[src/rtl/gf_pkg.sv]
// Shared definitions for the GF(2^M) serial multiplier/inverter.
//   - operation encoding on in_op
//   - FSM state type of the top
//   - common field polynomials
package gf_pkg;

  localparam logic GF_OP_MUL = 1'b0;
  localparam logic GF_OP_INV = 1'b1;

  // x^4 + x + 1 and the AES polynomial x^8 + x^4 + x^3 + x + 1
  localparam logic [4:0] GF4_POLY = 5'h13;
  localparam logic [8:0] GF8_POLY = 9'h11B;

  typedef enum logic [2:0] {
    StIdle,
    StMul,
    StInvSq,
    StInvMl,
    StDone
  } gf_state_e;

endpackage

[src/rtl/gf_serial_mul_core.sv]
// MSB-first bit-serial GF(2^M) multiplier, one bit of b per clock.
// Ports:
//   clk, rst   clock, synchronous active-high reset
//   start      begin a multiply (ignored while busy); the first step is taken on this edge
//   a, b       operands; must be held stable until done
//   busy       a multiply is in progress beyond its first step
//   done       the current cycle performs the last step; p is the finished product
//   p          value acc takes at the next edge (the product when done is high)
module gf_serial_mul_core #(
  parameter int unsigned M    = 4,
  parameter logic [M:0]  POLY = 5'h13
) (
  input  logic         clk,
  input  logic         rst,
  input  logic         start,
  input  logic [M-1:0] a,
  input  logic [M-1:0] b,
  output logic         busy,
  output logic         done,
  output logic [M-1:0] p
);

  localparam int unsigned CW = (M > 1) ? $clog2(M) : 1;

  logic [M-1:0]  acc;
  logic [CW-1:0] cnt;
  logic [CW-1:0] j;
  logic [M-1:0]  base;
  logic [M:0]    sh;
  logic          step;

  always_comb begin
    step = start | busy;
    j    = busy ? cnt : CW'(M - 1);
    // A fresh multiply starts from a cleared accumulator.
    base = busy ? acc : '0;
    sh   = {base, 1'b0};
    if (sh[M]) begin
      sh = sh ^ POLY;
    end
    p    = sh[M-1:0] ^ (b[j] ? a : '0);
    done = step && (j == '0);
  end

  always_ff @(posedge clk) begin
    if (rst) begin
      busy <= 1'b0;
      cnt  <= '0;
      acc  <= '0;
    end else if (step) begin
      acc <= p;
      if (done) begin
        busy <= 1'b0;
      end else begin
        busy <= 1'b1;
        cnt  <= j - CW'(1);
      end
    end
  end

endmodule

[src/rtl/gf_mult_inv_serial.sv]
// GF(2^M) multiplier / inverter with valid/ready handshakes.
// MUL takes M cycles; INV computes a^(2^M-2) as M-1 rounds of (s <= s*s, r <= r*s).
// Ports:
//   clk, rst                       clock, synchronous active-high reset
//   in_valid/in_ready              request handshake (ready only when idle)
//   in_op, in_a, in_b              operation (0 = MUL, 1 = INV) and operands
//   out_valid/out_ready            result handshake, result held until accepted
//   out_result, out_err            product/inverse; err flags INV of zero
module gf_mult_inv_serial
  import gf_pkg::*;
#(
  parameter int unsigned M    = 4,
  parameter logic [M:0]  POLY = GF4_POLY
) (
  input  logic         clk,
  input  logic         rst,
  input  logic         in_valid,
  output logic         in_ready,
  input  logic         in_op,
  input  logic [M-1:0] in_a,
  input  logic [M-1:0] in_b,
  output logic         out_valid,
  input  logic         out_ready,
  output logic [M-1:0] out_result,
  output logic         out_err
);

  localparam int unsigned RW = (M > 1) ? $clog2(M) : 1;
  localparam logic [RW-1:0] ROUND_LAST = RW'(M - 2);

  gf_state_e     state;
  logic [M-1:0]  a_reg, b_reg, r, s;
  logic [RW-1:0] round;

  logic [M-1:0] core_a, core_b, core_p;
  logic         core_start, core_busy, core_done;

  always_comb begin
    core_a = a_reg;
    core_b = b_reg;
    case (state)
      StInvSq: begin
        core_a = s;
        core_b = s;
      end
      StInvMl: begin
        core_a = r;
        core_b = s;
      end
      default: ;
    endcase
    // Each arithmetic state kicks off exactly one multiply in its first cycle.
    core_start = ((state == StMul) || (state == StInvSq) || (state == StInvMl)) && !core_busy;
  end

  gf_serial_mul_core #(
    .M    (M),
    .POLY (POLY)
  ) u_core (
    .clk   (clk),
    .rst   (rst),
    .start (core_start),
    .a     (core_a),
    .b     (core_b),
    .busy  (core_busy),
    .done  (core_done),
    .p     (core_p)
  );

  always_ff @(posedge clk) begin
    if (rst) begin
      state      <= StIdle;
      in_ready   <= 1'b1;
      out_valid  <= 1'b0;
      out_result <= '0;
      out_err    <= 1'b0;
      a_reg      <= '0;
      b_reg      <= '0;
      r          <= '0;
      s          <= '0;
      round      <= '0;
    end else begin
      case (state)
        StIdle: begin
          if (in_valid && in_ready) begin
            a_reg    <= in_a;
            b_reg    <= in_b;
            round    <= '0;
            in_ready <= 1'b0;
            if (in_op == GF_OP_INV) begin
              r     <= {{(M - 1){1'b0}}, 1'b1};
              s     <= in_a;
              state <= StInvSq;
            end else begin
              state <= StMul;
            end
          end
        end
        StMul: begin
          if (core_done) begin
            out_result <= core_p;
            out_err    <= 1'b0;
            out_valid  <= 1'b1;
            state      <= StDone;
          end
        end
        StInvSq: begin
          if (core_done) begin
            s     <= core_p;
            state <= StInvMl;
          end
        end
        StInvMl: begin
          if (core_done) begin
            r <= core_p;
            if (round == ROUND_LAST) begin
              out_result <= core_p;
              out_err    <= (a_reg == '0);
              out_valid  <= 1'b1;
              state      <= StDone;
            end else begin
              round <= round + 1'b1;
              state <= StInvSq;
            end
          end
        end
        StDone: begin
          if (out_ready) begin
            out_valid <= 1'b0;
            in_ready  <= 1'b1;
            state     <= StIdle;
          end
        end
        default: state <= StIdle;
      endcase
    end
  end

endmodule

[config.mk]
export PLATFORM = sky130hd
export DESIGN_NAME = gf_mult_inv_serial
export DESIGN_NICKNAME = d
export VERILOG_FILES = /design/src/rtl/gf_pkg.sv /design/src/rtl/gf_serial_mul_core.sv /design/src/rtl/gf_mult_inv_serial.sv
export SDC_FILE = /design/constraint.sdc
export NUM_CORES = 1
export LEC_CHECK = 0
export CAP_MARGIN = 20
export CORE_MARGIN = 2
export CORE_UTILIZATION = 59
export CTS_BUF_LIST = sky130_fd_sc_hd__clkbuf_4
export DETAILED_ROUTE_END_ITERATION = 8
export PLACE_DENSITY_LB_ADDON = 0.2
export SLEW_MARGIN = 20
export SYNTH_ARGS = -nofsm -noshare
export SYNTH_HDL_FRONTEND = slang
export SYNTH_SLANG_ARGS = --single-unit
[constraint.sdc]
create_clock -name clk -period 3.4 [get_ports clk]
set_input_delay 0.51 -clock clk [delete_from_list [all_inputs] [get_ports clk]]
set_output_delay 0.51 -clock clk [all_outputs]
set_load 0.05 [all_outputs]
# [Word level (Yosys, flattened, before mapping)]
# Cells that the tools add are included.
[totals] regBits=35 input_bits=13 output_inout_bits=7 elab_cells=100
[op_classes] n_addsub=2 order_cmp=1 n_eq_ne=13 mux=43 n_bitwise=4 reduce_logical=24
[ops] op="4-bit 2-to-1 mux" n=10
[ops] op="4-bit case mux with 2 select lines" n=4
[ops] op="3-bit 2-to-1 mux" n=6
[ops] op="4-bit AND reduction" n=4
[ops] op="3-bit case mux with 5 select lines" n=1
[ops] op="2-bit inequality test, second input constant" n=7
[ops] op="2-bit 2-to-1 mux" n=6
[ops] op="1-bit 2-to-1 mux" n=11
[ops] op="5-bit AND reduction" n=2
[ops] op="2-bit nonzero test" n=4
[ops] op="3-bit by 2-bit equality test with 1-bit output, second input constant" n=2
[ops] op="4-bit zero test" n=1
[ops] op="1-bit case mux with 2 select lines" n=2
[ops] op="2-bit case mux with 2 select lines" n=1
[ops] op="2-bit AND reduction" n=2
[ops] op="4-bit bitwise XOR" n=1
[ops] op="3-bit by 1-bit equality test with 1-bit output, second input constant" n=1
[ops] op="3-bit equality test, second input constant" n=1
[ops] op="1-bit logical AND" n=3
[ops] op="3-bit zero test" n=1
[ops] op="2-bit by 3-bit < comparator with 1-bit output, second input constant" n=1
[ops] op="1-bit case mux with 3 select lines" n=1
[ops] op="3-bit AND reduction" n=1
[ops] op="3-bit nonzero test" n=1
[ops] op="other kinds (12)" n=13

# [Logic depth before layout (Yosys ltp)]
[logic_depth] ltp_word=10 ltp_mapped=9 mapped_depth_nobuf=7

# [Modules after synthesis]
# Synthesis repeated with hierarchy kept, for this count alone.
[unflattened] cells_unflattened=208 hier_area_um2=1890.6
[modules_own_cells] module="gf_mult_inv_serial" instances=1 cells_per_inst=147 area_per_inst_um2=1360.1 seq_area_each_um2=560.5
[modules_own_cells] module="gf_serial_mul_core" instances=1 cells_per_inst=61 area_per_inst_um2=530.5 seq_area_each_um2=140.1

# [Least setup slack after synthesis]
# OpenSTA, ideal clock, no wires.
[synth_path] kind="reg-to-reg" from="reg u_core.busy" to="reg s[3]" setup_ns=0.115 arrival_ns=2.216 required_time_ns=3.285 path_slack_ns=1.068 path_stages_with_launch=10 path_buffers=2 period_less_slack_ns=2.332 cell_sequence="dfxtp_1 -> nor2b_1 -> ha_1 -> clkbuf_1 -> and2_1 -> clkbuf_1 -> nor3_1 -> a21oi_1 -> or4b_1 -> and3_1"
[synth_between] elab_chain_len=7 elab_cells_between_ends=15 classes_between="eq/ne (1); mux (7); bitwise (2); reduce/logical (5)"
[synth_rtl] item="from (decl)" line_no="gf_serial_mul_core.sv:18" rtl="output logic busy,"
[synth_rtl] item="from (signal assigned)" line_no="gf_serial_mul_core.sv:47" rtl="busy <= 1'b0;"
[synth_rtl] item="from (signal assigned)" line_no="gf_serial_mul_core.sv:53" rtl="busy <= 1'b0;"
[synth_rtl] item="from (signal assigned)" line_no="gf_serial_mul_core.sv:55" rtl="busy <= 1'b1;"
[synth_rtl] item="2-bit 2-to-1 mux" line_no="gf_serial_mul_core.sv:34" rtl="j = busy ? cnt : CW'(M - 1);"
[synth_rtl] item="1-bit binary-select mux with 2-bit select" line_no="gf_serial_mul_core.sv:41" rtl="p = sh[M-1:0] ^ (b[j] ? a : '0);"
[synth_rtl] item="1-bit 2-to-1 mux (implied by the code)" line_no="gf_serial_mul_core.sv:41"
[synth_rtl] item="4-bit 2-to-1 mux" line_no="gf_serial_mul_core.sv:41"
[synth_rtl] item="4-bit bitwise XOR" line_no="gf_serial_mul_core.sv:41"
[synth_rtl] item="4-bit 2-to-1 mux" line_no="gf_mult_inv_serial.sv:108" rtl="if (core_done) begin"
[synth_rtl] item="4-bit case mux with 2 select lines" line_no="gf_mult_inv_serial.sv:83" rtl="case (state)"
[synth_rtl] item="to (signal assigned)" line_no="gf_mult_inv_serial.sv:92" rtl="s <= in_a;"
[synth_rtl] item="to (signal assigned)" line_no="gf_mult_inv_serial.sv:109" rtl="s <= core_p;"
[synth_rtl] item="to (decl)" line_no="gf_mult_inv_serial.sv:32" rtl="logic [M-1:0] a_reg, b_reg, r, s;"
# Several ways; a longest one is shown, not always the timed one. The select of a mux whose other input is x is not followed.
# A chain may end at the register's enable or synchronous reset.

# [Final worst setup path]
# Same ends and word-level chain as after synthesis.

==> results by stage <==
Cells and area:
- Compared with the post-synthesis result, the final layout area differs by 11.9%.
- The antenna diode count is 0.
- The area used by sequential logic in the layout is ~700 sq um.
- The total area of multi-input combinational cells is about 1200 sq um.
- The fraction of the core area covered by cells at the end of the flow is around 68%.
- The ratio of cells with drive above 1 in the final layout is a little under a tenth.
- Leaving out fill and tap cells, the most frequent cell in the layout is sky130_fd_sc_hd__dfxtp_1.
- The filler cells instantiated in the layout total 286.
- Leaving out fill and tap cells, the most frequent cells in the layout are 35 x sky130_fd_sc_hd__dfxtp_1, 26 x sky130_fd_sc_hd__nor2_1, 19 x sky130_fd_sc_hd__clkdlybuf4s50_1.
- The number of nets in the final layout is around 260.

Worst setup path:
- At the worst endpoint, the arrival time is ~2.9 ns.
- STA puts the critical path data required time at about 3.7 ns.
- The worst setup path is of the reg -> reg kind.
- The largest fanout on the critical path is 12.
- The endpoint kind of the worst setup timing path is a register.
- STA classifies the critical path startpoint as a register.

Routing:
- After detailed routing, the average wire length per cell comes to around 15 um.
- The post-route DRC violation count is 0.
- The detailed-route via count is around 1700.
- The detail route stage leaves a number of antenna-violating nets equal to 0.
- The detail-routed via count per cell is roughly 6.
- The overall routed net length is between 4000 and 5000 um.
- The count of TritonRoute iterations in the first routing pass is 4.
- In this run, the number of DRC markers left after iteration 0 of detailed routing was around 170.

Synthesis:
- Summing the areas of all compound-gate instances in the mapped netlist gives 21.8% of the synthesized area.
- In this run, synthesis inferred 0 flip-flops with an integrated enable.
- The share of the Yosys chip area taken by registers is a little over a third.
- The number of instances in the synthesized netlist is around 230.
- The adder-cell area share of the yosys netlist is 1.25%.
- By area, the combinational part of the netlist is dominated by simple AND/OR/NAND/NOR gates.
- Yosys printed 0 warnings.
- The multiplexer fraction of the synthesized cell area is a little over an eighth.
- The largest area contributor in the netlist is sky130_fd_sc_hd__dfxtp_1.
- After synthesis, the cell types taking the most area are sky130_fd_sc_hd__dfxtp_1 35%, sky130_fd_sc_hd__mux2i_1 8.0%, sky130_fd_sc_hd__nor2_1 4.9%.
- The area share of and/or/nand/nor cells after synthesis is ~22%.
- After synthesis, the largest area contributor takes up a little over a third of total cell area.
- The post-synthesis xor/xnor area fraction is less than 1%.
- Among all flip-flop cells after synthesis, the most frequent one is sky130_fd_sc_hd__dfxtp_1.
- The post-synth net total is about 250.
- The mean instance size in the synthesized netlist is about 8.7 sq um.
- The total of flip-flops plus latches after synthesis is 35.
- The distinct cell type count after synthesis is 48.
- Of all flip-flops after synthesis, the portion carrying an async set or reset was 0%.
- The mapped netlist covers 2000 sq um.

Clocking:
- Once the clock tree was built, the setup fixing pass inserted 0 buffers.
- The later-pin clock latency in the skew report is between 0.3 and 0.4 ns.
- The clock-pin slew reported for the worst setup and hold paths after clock tree synthesis is ~0.10 ns.
- The count of hold buffers inserted by post-cts repair is 0.
- The root buffer cell is sky130_fd_sc_hd__clkbuf_4.
- The count of instances resized after the clock tree is built is 0.
- The maximum clock insertion buffer count is 2.
- The H-tree was split into 2 levels.
- The total clock sinks is 35.
- The number of clock buffers added by TritonCTS is 5.
- The CTS tree is yes.

Timing:
- The final sum of negative setup slack is 0 ns.
- The slew at the pin closest to its max-slew limit is ~0.63 ns.
- The part of the cycle the worst path needs is 78.1%.
- The final number of hold-violating endpoints is 0.
- Setup violations remaining at the end of the flow were counted as 0.
- Setup repair after global routing left no endpoint under its margin.
- The worst path needs roughly 2.7 ns of the cycle, external delays included.
- Between clock sinks in the finished design, the worst skew comes to 0.00370 ns.
- The count of final max-slew check failures is 0.
- In this run the tightest slew margin relative to its limit is 57.2%.
- The fmax is roughly 0.38 GHz.
- The final worst hold slack is 0.460 ns.

Floorplan:
- The floorplan die height is 62.3 um.
- The placeable core area is around 3300 sq um.
- The number of top-level design ports is 20.
- Row generation in the floorplan step produced 21 rows.
- The die is between 60 and 70 um wide.
- The die covers 3880 sq um.
- For this configuration, the core starts out at a cell density of between 60% and 70%.

GRT:
- Summed over all layers, the global routing overflow is 0.
- The number of antenna violations at the first check in global routing is 0.
- Entering global routing, the biggest net connects 26 pins.
- The first global-routing pass estimated 7690 um of wire.
- Global routing used 25.2% of the available tracks across all layers.
- The number of global-route vias before repair is 1636.

Power:
- The power density over the cells is 420 nW/um^2.
- The overall power consumption is around 940 uW.
- The worst-case IR drop observed on VDD is around 0.23 mV.
- The relative contribution of sequential cells to total power is between 50% and 60%.
- Per report_power, the clock group accounts for roughly a quarter of the total.
- The combinational group share of total power is 25.4%.
- For this design the total switching power over the nets is 308 uW.
- The analysis attributes to cell leakage a power of ~0.85 nW.
- The internal power is between 600 and 700 uW.
- Of the total power, the share spent switching nets is around 33%.

Worst hold path:
- The class of the worst hold path is reg -> reg.

Placed design:
- After legalization and detailed placement, the total HPWL measured 3300 um.
- The final RePlAce weighted congestion is 0.907.
- The number of port buffers is 19.

Status:
- The flow ran to the end, and the final reports show no timing, DRC or antenna violations.

Flow run:
- The max-capacitance violation count is 0.
-- worst paths after layout --
path	end	slack [ns]	depth (start not counted)	start
setup / recovery	s[3]$_SDFFE_PP0P_	0.75	7	u_core.busy$_SDFFE_PP0N_
hold / removal	out_err$_SDFFE_PP0P_	0.46	2	out_err$_SDFFE_PP0P_
setup reg to reg	s[3]$_SDFFE_PP0P_	0.75	7	u_core.busy$_SDFFE_PP0N_
hold reg to reg	out_err$_SDFFE_PP0P_	0.46	2	out_err$_SDFFE_PP0P_
-- cell type report --
| cell class | count | share of cell area [%] |
|---|---|---|
| clock inverter | 2 | 0.335 |
| multi-input combinational | 174 | 53.3 |
| tap | 46 | 2.57 |
| sequential | 35 | 31.3 |
| timing repair buffer | 22 | 9.50 |
| inverter | 6 | 1.01 |
| clock buffer | 6 | 2.01 |
-- per-stage QoR --
step	instance area (sq um)	worst slack, ns	instances
after detailed placement	2190	0.797	283
after floorplan	2000	1.07	231
after global placement	2190	0.912	283
after CTS	2240	0.786	291
after global routing	2240	0.547	291
final	2240	0.746	291
-- power by group through the flow --
stage | clock network [mW] | registers, mW | logic, mW
after global placement | 0 | 0.485 | 0.232
after floorplan | 0 | 0.475 | 0.190
final | 0.224 | 0.477 | 0.239
after CTS | 0.229 | 0.476 | 0.237
after detailed placement | 0 | 0.485 | 0.236
after global routing | 0.243 | 0.483 | 0.263
-- Yosys cell counts, types with 5 or more instances --
cell                       instances
sky130_fd_sc_hd__a31oi_1           6
sky130_fd_sc_hd__or3_1             5
sky130_fd_sc_hd__mux2i_1          16
sky130_fd_sc_hd__o21bai_1         10
sky130_fd_sc_hd__nor3_1            8
sky130_fd_sc_hd__dfxtp_1          35
sky130_fd_sc_hd__nor2_1           26
sky130_fd_sc_hd__o21ai_0           5
sky130_fd_sc_hd__inv_1             6
sky130_fd_sc_hd__a21oi_1          15
sky130_fd_sc_hd__nand2_1          18
sky130_fd_sc_hd__clkbuf_1         11
-- critical path: stages, from the launching register on --
cell and delay (ns):
sky130_fd_sc_hd__dfxtp_1 0.52, sky130_fd_sc_hd__nor2b_1 0.39, sky130_fd_sc_hd__ha_1 0.38, sky130_fd_sc_hd__and2_1 0.31
sky130_fd_sc_hd__nor3_1 0.13, sky130_fd_sc_hd__a21oi_1 0.21, sky130_fd_sc_hd__or4b_1 0.44, sky130_fd_sc_hd__and3_1 0.17
-- cell families (layout without fill, tap and decap cells) --
kind of cell | Yosys count | in the layout
AND/OR/NAND/NOR | 87 | 87
AO/OA/AOI/OAI | 61 | 61
flip-flops | 35 | 35
multiplexers | 23 | 23
buffers and inverters | 22 | 36
adder cells (fa/ha/maj) | 2 | 2
XOR/XNOR | 1 | 1
-- routing by layer --
metal	GRT usage, %	part of all wire [%]	up-vias
met2	39.5	47	38
met4	12.2	2.7	0
met3	5.80	3.9	12
li1	-	-	881
met5	0	0	-
met1	32.9	46	812
Note: power is estimated with default switching activity, not from simulation.
